--- src/rtl/imm_gen_pipe.sv ---
// imm_gen_pipe -- decode-stage immediate generator with a 2-entry skid buffer.
//
// Decodes the RV32I/RV64I immediate formats (R/I/S/B/U/J) from a raw
// instruction word. It sign-extends the immediate to XLEN, flags unsupported
// opcodes, and keeps a saturating count of illegal words delivered downstream.
// A valid/ready skid buffer (main + skid entry) sits between fetch and ID/EX.
//
// Parameters:
//   XLEN   32 or 64, immediate width
//   CNT_W  width of the saturating illegal-instruction counter
//
// Ports:
//   clk          in   rising-edge clock
//   rst_n        in   asynchronous active-low reset
//   flush        in   synchronous flush; empties the buffer, drops same-cycle traffic
//   in_valid     in   instruction valid
//   in_ready     out  block can accept (registered)
//   instruction  in   raw 32-bit instruction word
//   out_valid    out  outputs valid
//   out_ready    in   downstream accepts
//   instr_out    out  instruction passed through with its immediate
//   imm_value    out  sign-extended immediate
//   imm_fmt      out  0=R 1=I 2=S 3=B 4=U 5=J 7=illegal
//   imm_illegal  out  opcode unsupported
//   illegal_cnt  out  saturating count of illegal words delivered

module imm_gen_pipe #(
    parameter int XLEN  = 32,
    parameter int CNT_W = 16
) (
    input  logic             clk,
    input  logic             rst_n,
    input  logic             flush,
    input  logic             in_valid,
    output logic             in_ready,
    input  logic [31:0]      instruction,
    output logic             out_valid,
    input  logic             out_ready,
    output logic [31:0]      instr_out,
    output logic [XLEN-1:0]  imm_value,
    output logic [2:0]       imm_fmt,
    output logic             imm_illegal,
    output logic [CNT_W-1:0] illegal_cnt
);

    localparam bit IS64 = (XLEN == 64);

    localparam logic [2:0] FMT_R   = 3'd0;
    localparam logic [2:0] FMT_I   = 3'd1;
    localparam logic [2:0] FMT_S   = 3'd2;
    localparam logic [2:0] FMT_B   = 3'd3;
    localparam logic [2:0] FMT_U   = 3'd4;
    localparam logic [2:0] FMT_J   = 3'd5;
    localparam logic [2:0] FMT_ILL = 3'd7;

    typedef struct packed {
        logic [31:0]     instr;
        logic [XLEN-1:0] imm;
        logic [2:0]      fmt;
        logic            ill;
    } entry_t;

    typedef enum logic [1:0] {EMPTY, ONE, FULL} state_t;

    state_t state;
    entry_t dec, main_q, skid_q;
    logic   accept, deliver;

    // Every format is first assembled as a 32-bit signed value, then widened.
    function automatic logic [XLEN-1:0] sext32(input logic [31:0] v);
        logic signed [31:0] s;
        s = v;
        return XLEN'(s);
    endfunction

    // ---------------------------------------------------------------
    // Combinational decode of the incoming word
    // ---------------------------------------------------------------
    logic [6:0] opcode;
    logic [2:0] funct3;
    logic       is_shift;

    assign opcode   = instruction[6:0];
    assign funct3   = instruction[14:12];
    assign is_shift = (funct3 == 3'b001) || (funct3 == 3'b101);

    always_comb begin
        dec.instr = instruction;
        dec.imm   = '0;
        dec.fmt   = FMT_ILL;
        dec.ill   = 1'b0;
        case (opcode)
            7'b0110011: dec.fmt = FMT_R;
            7'b0000011, 7'b1100111, 7'b1110011: begin
                dec.fmt = FMT_I;
                dec.imm = sext32({{20{instruction[31]}}, instruction[31:20]});
            end
            7'b0010011: begin
                dec.fmt = FMT_I;
                // Shift amount only; funct7 (arith/logic select) is not part of the immediate.
                if (is_shift)
                    dec.imm = IS64 ? XLEN'(instruction[25:20]) : XLEN'(instruction[24:20]);
                else
                    dec.imm = sext32({{20{instruction[31]}}, instruction[31:20]});
            end
            7'b0011011: begin
                // OP-IMM-32: word shifts always use a 5-bit shamt
                if (IS64) begin
                    dec.fmt = FMT_I;
                    if (is_shift)
                        dec.imm = XLEN'(instruction[24:20]);
                    else
                        dec.imm = sext32({{20{instruction[31]}}, instruction[31:20]});
                end else begin
                    dec.ill = 1'b1;
                end
            end
            7'b0111011: begin
                if (IS64) dec.fmt = FMT_R;
                else      dec.ill = 1'b1;
            end
            7'b0100011: begin
                dec.fmt = FMT_S;
                dec.imm = sext32({{20{instruction[31]}}, instruction[31:25], instruction[11:7]});
            end
            7'b1100011: begin
                dec.fmt = FMT_B;
                dec.imm = sext32({{19{instruction[31]}}, instruction[31], instruction[7],
                                  instruction[30:25], instruction[11:8], 1'b0});
            end
            7'b0110111, 7'b0010111: begin
                dec.fmt = FMT_U;
                dec.imm = sext32({instruction[31:12], 12'b0});
            end
            7'b1101111: begin
                dec.fmt = FMT_J;
                dec.imm = sext32({{11{instruction[31]}}, instruction[31], instruction[19:12],
                                  instruction[20], instruction[30:21], 1'b0});
            end
            default: dec.ill = 1'b1;
        endcase
    end

    // ---------------------------------------------------------------
    // Skid buffer FSM; main entry drives the outputs directly
    // ---------------------------------------------------------------
    assign accept  = in_valid & in_ready;
    assign deliver = out_valid & out_ready;

    always_ff @(posedge clk or negedge rst_n) begin
        if (!rst_n) begin
            state       <= EMPTY;
            out_valid   <= 1'b0;
            in_ready    <= 1'b1;
            main_q      <= '0;
            skid_q      <= '0;
            illegal_cnt <= '0;
        end else if (flush) begin
            // Stale entry data is left in place; out_valid=0 masks it.
            state     <= EMPTY;
            out_valid <= 1'b0;
            in_ready  <= 1'b1;
        end else begin
            if (deliver && main_q.ill && (illegal_cnt != '1))
                illegal_cnt <= illegal_cnt + CNT_W'(1);
            case (state)
                EMPTY: begin
                    if (accept) begin
                        main_q    <= dec;
                        state     <= ONE;
                        out_valid <= 1'b1;
                        in_ready  <= 1'b1;
                    end
                end
                ONE: begin
                    if (accept && !deliver) begin
                        skid_q   <= dec;
                        state    <= FULL;
                        in_ready <= 1'b0;
                    end else if (deliver && !accept) begin
                        state     <= EMPTY;
                        out_valid <= 1'b0;
                        in_ready  <= 1'b1;
                    end else if (accept && deliver) begin
                        main_q <= dec;
                    end
                end
                FULL: begin
                    // in_ready is low here, so no accept can coincide
                    if (deliver) begin
                        main_q   <= skid_q;
                        state    <= ONE;
                        in_ready <= 1'b1;
                    end
                end
                default: begin
                    state     <= EMPTY;
                    out_valid <= 1'b0;
                    in_ready  <= 1'b1;
                end
            endcase
        end
    end

    assign instr_out   = main_q.instr;
    assign imm_value   = main_q.imm;
    assign imm_fmt     = main_q.fmt;
    assign imm_illegal = main_q.ill;

endmodule
--- config.mk ---
export PLATFORM = sky130hd
export DESIGN_NAME = imm_gen_pipe
export DESIGN_NICKNAME = d
export VERILOG_FILES = /design/src/rtl/imm_gen_pipe.sv
export SDC_FILE = /design/constraint.sdc
export NUM_CORES = 1
export LEC_CHECK = 0
export CAP_MARGIN = 25
export CELL_PAD_IN_SITES_DETAIL_PLACEMENT = 1
export CELL_PAD_IN_SITES_GLOBAL_PLACEMENT = 1
export CORE_MARGIN = 8
export CORE_UTILIZATION = 37
export DETAILED_ROUTE_END_ITERATION = 7
export GPL_ROUTABILITY_DRIVEN = 1
export PLACE_DENSITY = 0.88
export SETUP_SLACK_MARGIN = 0.4
export SLEW_MARGIN = 20
export SYNTH_ARGS = -nofsm -noshare
export SYNTH_HDL_FRONTEND = slang
export SYNTH_SLANG_ARGS = --single-unit
--- constraint.sdc ---
create_clock -name clk -period 1.85 [get_ports clk]
set_clock_uncertainty 0.15 [all_clocks]
set_input_delay 0.185 -clock clk [delete_from_list [all_inputs] [get_ports clk]]
set_output_delay 0.185 -clock clk [all_outputs]
set_load 0.02 [all_outputs]
# Word-level counts from Yosys, hierarchy flattened
# Cells that the tools add are included.
# classes
bitwise	3
reduce_logical	19
n_eq_ne	26
muxes	26
n_addsub	1
# ops
cell	n
2-to-1 mux 68 bit	5
case mux 68 bit (3 select lines)	1
case mux 32 bit (6 select lines)	1
2-to-1 mux 32 bit	1
equality test 7 bit (second input constant)	4
equality test 7 x 6 -> 1 bit (second input constant)	3
case mux 3 bit (6 select lines)	1
adder 16 x 1 -> 16 bit (second input constant)	1
!= test 16 bit (second input constant)	1
equality test 7 x 5 -> 1 bit (second input constant)	2
!= test 2 bit (second input constant)	6
!= test 3 bit (second input constant)	4
2-to-1 mux 2 bit	5
OR reduction 10 bit	1
2-to-1 mux 1 bit	9
equality test 7 x 2 -> 1 bit (second input constant)	1
AND reduction 7 bit	1
case mux 1 bit (3 select lines)	2
case mux 2 bit (3 select lines)	1
AND reduction 3 bit	2
logical AND 1 bit	5
!= test 4 bit (second input constant)	1
AND reduction 4 bit	1
OR reduction 4 bit	1
other kinds (13)	15
# totals
output_inout_bits	86
reg_bits	156
elab_cells	87
in_bits	37

# Longest topological paths before layout
# depth
word_depth	8
mapped_depth	7
mapped_depth_nobuf	6

# Worst setup path after synthesis
# No wires, ideal clock.
# synth_path
kind	register to register
startpoint	register in_ready
endpoint	register main_q (netlist bit imm_value[27])
arrival_time_ns	1.553
required_ns	1.572
path_buffers	1
path_stages_with_launch	7
setup_slack_ns	0.019
setup_time_ns	0.128
period_less_slack_ns	1.831
path_cell_list	dfstp_2 nand3b_4 a21oi_4 o21ai_4 buf_6 a222oi_1 nand2_1
# synth_between
elab_chain_len	5
word_cells_on_any_way	10
classes_between	eq/ne (4); bitwise (1); reduce/logical (5)
# synth_rtl
element	line_no	rtl
start, declared	35	output logic in_ready,
start signal, assigned	154	in_ready <= 1'b1;
start signal, assigned	162	in_ready <= 1'b1;
start signal, assigned	172	in_ready <= 1'b1;
AND 1 bit (*)	147	assign accept = in_valid & in_ready;
zero test 1 bit	180	end else if (deliver && !accept) begin
logical AND 1 bit	180	
!= test 2 bit (no source line)	n/a	
AND reduction 7 bit (no source line) (*)	n/a	
end signal, assigned	191	main_q <= skid_q;
end, declared	66	entry_t dec, main_q, skid_q;
# Every way passes the cells marked *; elsewhere a longest branch is shown, timed or not.
# A chain may end at the register's enable or synchronous reset.

# Final worst setup path
# layout_path
startpoint	register state[1]
endpoint	register main_q (netlist bit imm_value[12])
# layout_between
elab_chain_len	3
word_cells_on_any_way	11
classes_between	eq/ne (7); mux (1); reduce/logical (3)
# layout_rtl
element	line_no	rtl
start, declared	65	state_t state;
start signal, assigned	152	state <= EMPTY;
start signal, assigned	160	state <= EMPTY;
start signal, assigned	170	state <= ONE;
equality test 2 x 1 -> 1 bit (tied with other cells)	166	case (state)
!= test 2 bit (no source line) / nonzero test 3 bit (equally long branches)	n/a	
AND reduction 7 bit (no source line)	n/a	
# Parallel ways exist; a longest one is shown, timed or not.

==> results.txt <==
The flow ran to the end, but the final reports show violations. The final reports fail on setup timing. The number of sinks on the clock net came out at 156. The fill cell instance count of the final layout came out at 2075. In this run the clock root is driven by a clkbuf_16. The violation count after the first detailed-routing iteration is 744. The HPWL after detailed placement is 17300 um.

Internal power comes to 0.00805 W. The area growth from synthesis to layout is 57.9%. The count of boundary I/O pins is 123.

Global routing used 25.6% of the available tracks across all layers. After detailed routing, the total wire length is 36400 um. The commonest cells after synthesis are nand2_1 (221), dfrtp_1 (155), nor2_1 (78), a31oi_1 (34), a21oi_1 (28). The post-route netlist has 39.3% of its cells at a drive strength greater than 1. The actual slew at the worst max-slew pin is 675 ps.

The part of the Yosys area used for sequential elements came out at 53.9%. The post-CTS clock slew at the launch and capture registers of the worst setup and hold paths came out at 70 ps. Yosys attributes the largest share of cell area to dfrtp_1 (54%), nand2_1 (11%), nor2_1 (4.0%). The post-detailed-route count of antenna-violating nets came out at 0.

The cell total after placement came out at 1192. The count of buffers added on input and output ports is 122. The switching component of the power came out at 0.00472 W.

Across the whole layout, storage elements account for 3930 um2. The final global-route overflow total is 0. For this run, the leading register cell type out of synthesis is dfrtp_1. Measured along the y axis, the die boundary spans 156 um. The startpoint kind of the worst setup timing path is a register. The count of maximum capacitance violations is 0. The CTS tree is yes. The maximum number of pins on one net before global-route repair came out at 61. The floorplan step defined a die boundary enclosing 24300 um2. The remaining design rule violation count is 0.

The initial utilization of the core area, before any placement, comes to 37.4%. The mean instance size in the synthesized netlist came out at 9.40 um2. The die width is 156 um. The share of total power consumed by net switching is 37.0%. The highest layer touched by signal routing is met5.

The required time of the critical path is 2000 ps. The setup total negative slack came out at -24920 ps. The worst relative slew slack came out at 55.0%. The wire length of the first global-routing pass is 47500 um. The initial antenna violation count came out at 2. The area share of the largest cell type after synthesis is 53.6%.

The clock share of power came out at 28.7%. The critical path is of the reg2reg type. The worst hold path belongs to the class in2async. The row count came out at 51. Synthesis produced a netlist with a net count of 808.

The share of the clock period used by the worst path after layout came out at 122%. The final weighted congestion in routability-driven placement came out at 0.865. The number of distinct library cell variants in the gate-level netlist after synthesis is 64. The cell type with the highest aggregate area in the netlist is dfrtp_1. Summing every instance area after synthesis gives 7240 um2. The clock latency reported for the late side of the worst-skew pair came out at 460 ps. After the last flow step, the layout net total stands at 1062. Setup violations remaining at the end of the flow were counted as 132. Using the TritonRoute via totals, the vias-per-cell ratio works out to 5.97. Static timing analysis puts the maximum clock frequency at 0.444 GHz.

The static power due to leakage is 5.51 nW. Counting every instance in the synthesized netlist gives 770. The fraction of registers with async set or reset after synthesis is 100%. The CTS H-tree depth came out at 4.

The part of the power in registers is 40.2%. The multi-input combinational cells in the finished layout cover a total of 3630 um2. The synthesized design contains 156 register bits. The worst setup path is captured at a register.

Setup repair after global routing could not meet its margin everywhere. The via count of the first global-routing pass came out at 7955. In this run, synthesis inferred 0 flip-flops with an integrated enable. Of all nets on the critical path, the largest fanout is 6.

The Yosys warning count is 0. After detailed routing, the average wire length per cell comes to 27.9 um. Combinational logic burns 31.1% of the power. The total clock buffers created by CTS came out at 17. The iteration count of the initial detailed-routing pass came out at 5.

The critical path data arrival time is 2400 ps. The minimum clock period after layout came out at 2250 ps. Leaving out filler cells and counting taps, the final layout contains 1303. The maximum clock path buffer count is 2. The core region area came out at 19300 um2. The routed length on met3 came out at 2400 um. The amount of wire on met2 after detailed routing is 17900 um. The met1 wire length is 14000 um. The number of failing hold endpoints at the final stage came to 0.

The power density normalized to cell area is 1120 nW/um2. Across the VDD grid, the largest voltage drop is 0.792 mV. The number of pins with negative max-slew slack in the final report came out at 0.

The post-layout worst setup margin came out at -401 ps. In the post-synthesis netlist, the cell with the most instances is nand2_1. The number of vias in the routed layout came out at 7776.
==> sequential cells by signal, indices dropped and copies added, names as in the netlist <==
| name | cells |
|---|---|
| imm_fmt | 3 |
| in_ready | 1 |
| illegal_cnt | 16 |
| imm_illegal | 1 |
| instr_out | 32 |
| imm_value | 32 |
| out_valid | 1 |
| state | 2 |
| skid_q | 68 |
==> critical path, cell delays in order, from the launching register on <==
cell	delay, ps
dfrtp_2	430
nand3b_4	200
a21oi_4	80
buf_6	130
o21a_4	230
buf_12	160
buf_6	130
clkbuf_16	160
nor2_1	270
o22ai_1	150
==> area by class of cell <==
| class | instances | area share [%] |
|---|---|---|
| diodes | 1 | 0.0219 |
| clock buffers | 18 | 3.84 |
| clock inverters | 14 | 1.26 |
| inverters | 8 | 0.306 |
| multi-input cells | 559 | 31.7 |
| flip-flops and latches | 156 | 34.3 |
| well taps | 265 | 2.90 |
| repair buffers | 282 | 25.6 |
==> layout by cell type, fill, tap and decap left out, drive strengths merged, types with 3 or more instances in the layout <==
cell type,n
and3,16
a222oi,11
dlymetal6s2s,34
a211oi,7
a31oi,35
clkinv,8
nor4,3
clkdlybuf4s50,34
clkbuf,32
a221o,6
a21oi,39
nand2,221
xor2,6
dfrtp,155
nand3,18
nand4,8
a221oi,8
buf,198
mux2,3
o21ai,44
o22ai,3
xnor2,8
nor3,12
nor2,80
and2,3
inv,10
==> metal layers <==
| metal | vias to the layer above | GRT usage (%) |
|---|---|---|
| met3 | 151 | 4.82 |
| li1 | 3185 | - |
| met1 | 3990 | 29.4 |
| met4 | 2 | 14.7 |
| met2 | 448 | 43.9 |
| met5 | - | 0 |
==> timing repair <==
item | CTS | global route
pin swaps | 18 | 47
resized for setup | 244 | 151
setup buffers | 22 | 39
hold buffers | 1 | 0
endpoints found under the setup margin | 241 | 209
cloned | 9 | 7
endpoints found under the hold margin | 50 | 0
==> logic make-up after synthesis <==
logic type	share of synthesized area, %
flip-flops	53.9
buffers and inverters	4.54
AO/OA/AOI/OAI	16.1
XOR/XNOR	1.80
AND/OR/NAND/NOR	22.7
adder cells (fa/ha/maj)	0.467
multiplexers	0.467
==> power groups by stage <==
stage          Combinational (W)  Sequential, W  Clock [W]
4_1_cts                  0.00350        0.00498    0.00360
2_1_floorplan            0.00123        0.00529          0
3_3_place_gp             0.00309        0.00492          0
6_report                 0.00398        0.00513    0.00366
3_5_place_dp             0.00323        0.00498          0
5_1_grt                  0.00420        0.00519    0.00380
==> per-stage QoR <==
stage	utilization (%)	setup WS (ps)	cell area, um2	power, W	hold slack [ps]
floorplan	-	37.5	7390	0.00652	-261
global placement	49.0	-284	9480	0.00801	66.7
detailed placement	49.0	-388	9480	0.00821	77.2
CTS	54.7	-77.7	10600	0.0121	169
global route	59.1	-414	11400	0.0132	214
finish	59.1	-401	11400	0.0128	183
==> worst paths after layout <==
path | from | end | slack (ps) | cells past startpoint
max reg2reg | state[1]$_DFFE_PN0P_ | imm_value[12]$_DFFE_PN0P_ | -400 | 9
max in group asynchronous | rst_n | instr_out[5]$_DFFE_PN0P_ | 690 | 3
min | rst_n | instr_out[3]$_DFFE_PN0P_ | 180 | 2
min reg2reg | skid_q[37]$_DFFE_PN0P_ | skid_q[37]$_DFFE_PN0P_ | 340 | 2
max | state[1]$_DFFE_PN0P_ | imm_value[12]$_DFFE_PN0P_ | -400 | 9
min in group clk | instruction[2] | skid_q[38]$_DFFE_PN0P_ | 200 | 4
Power figures use the tool's default switching activity.
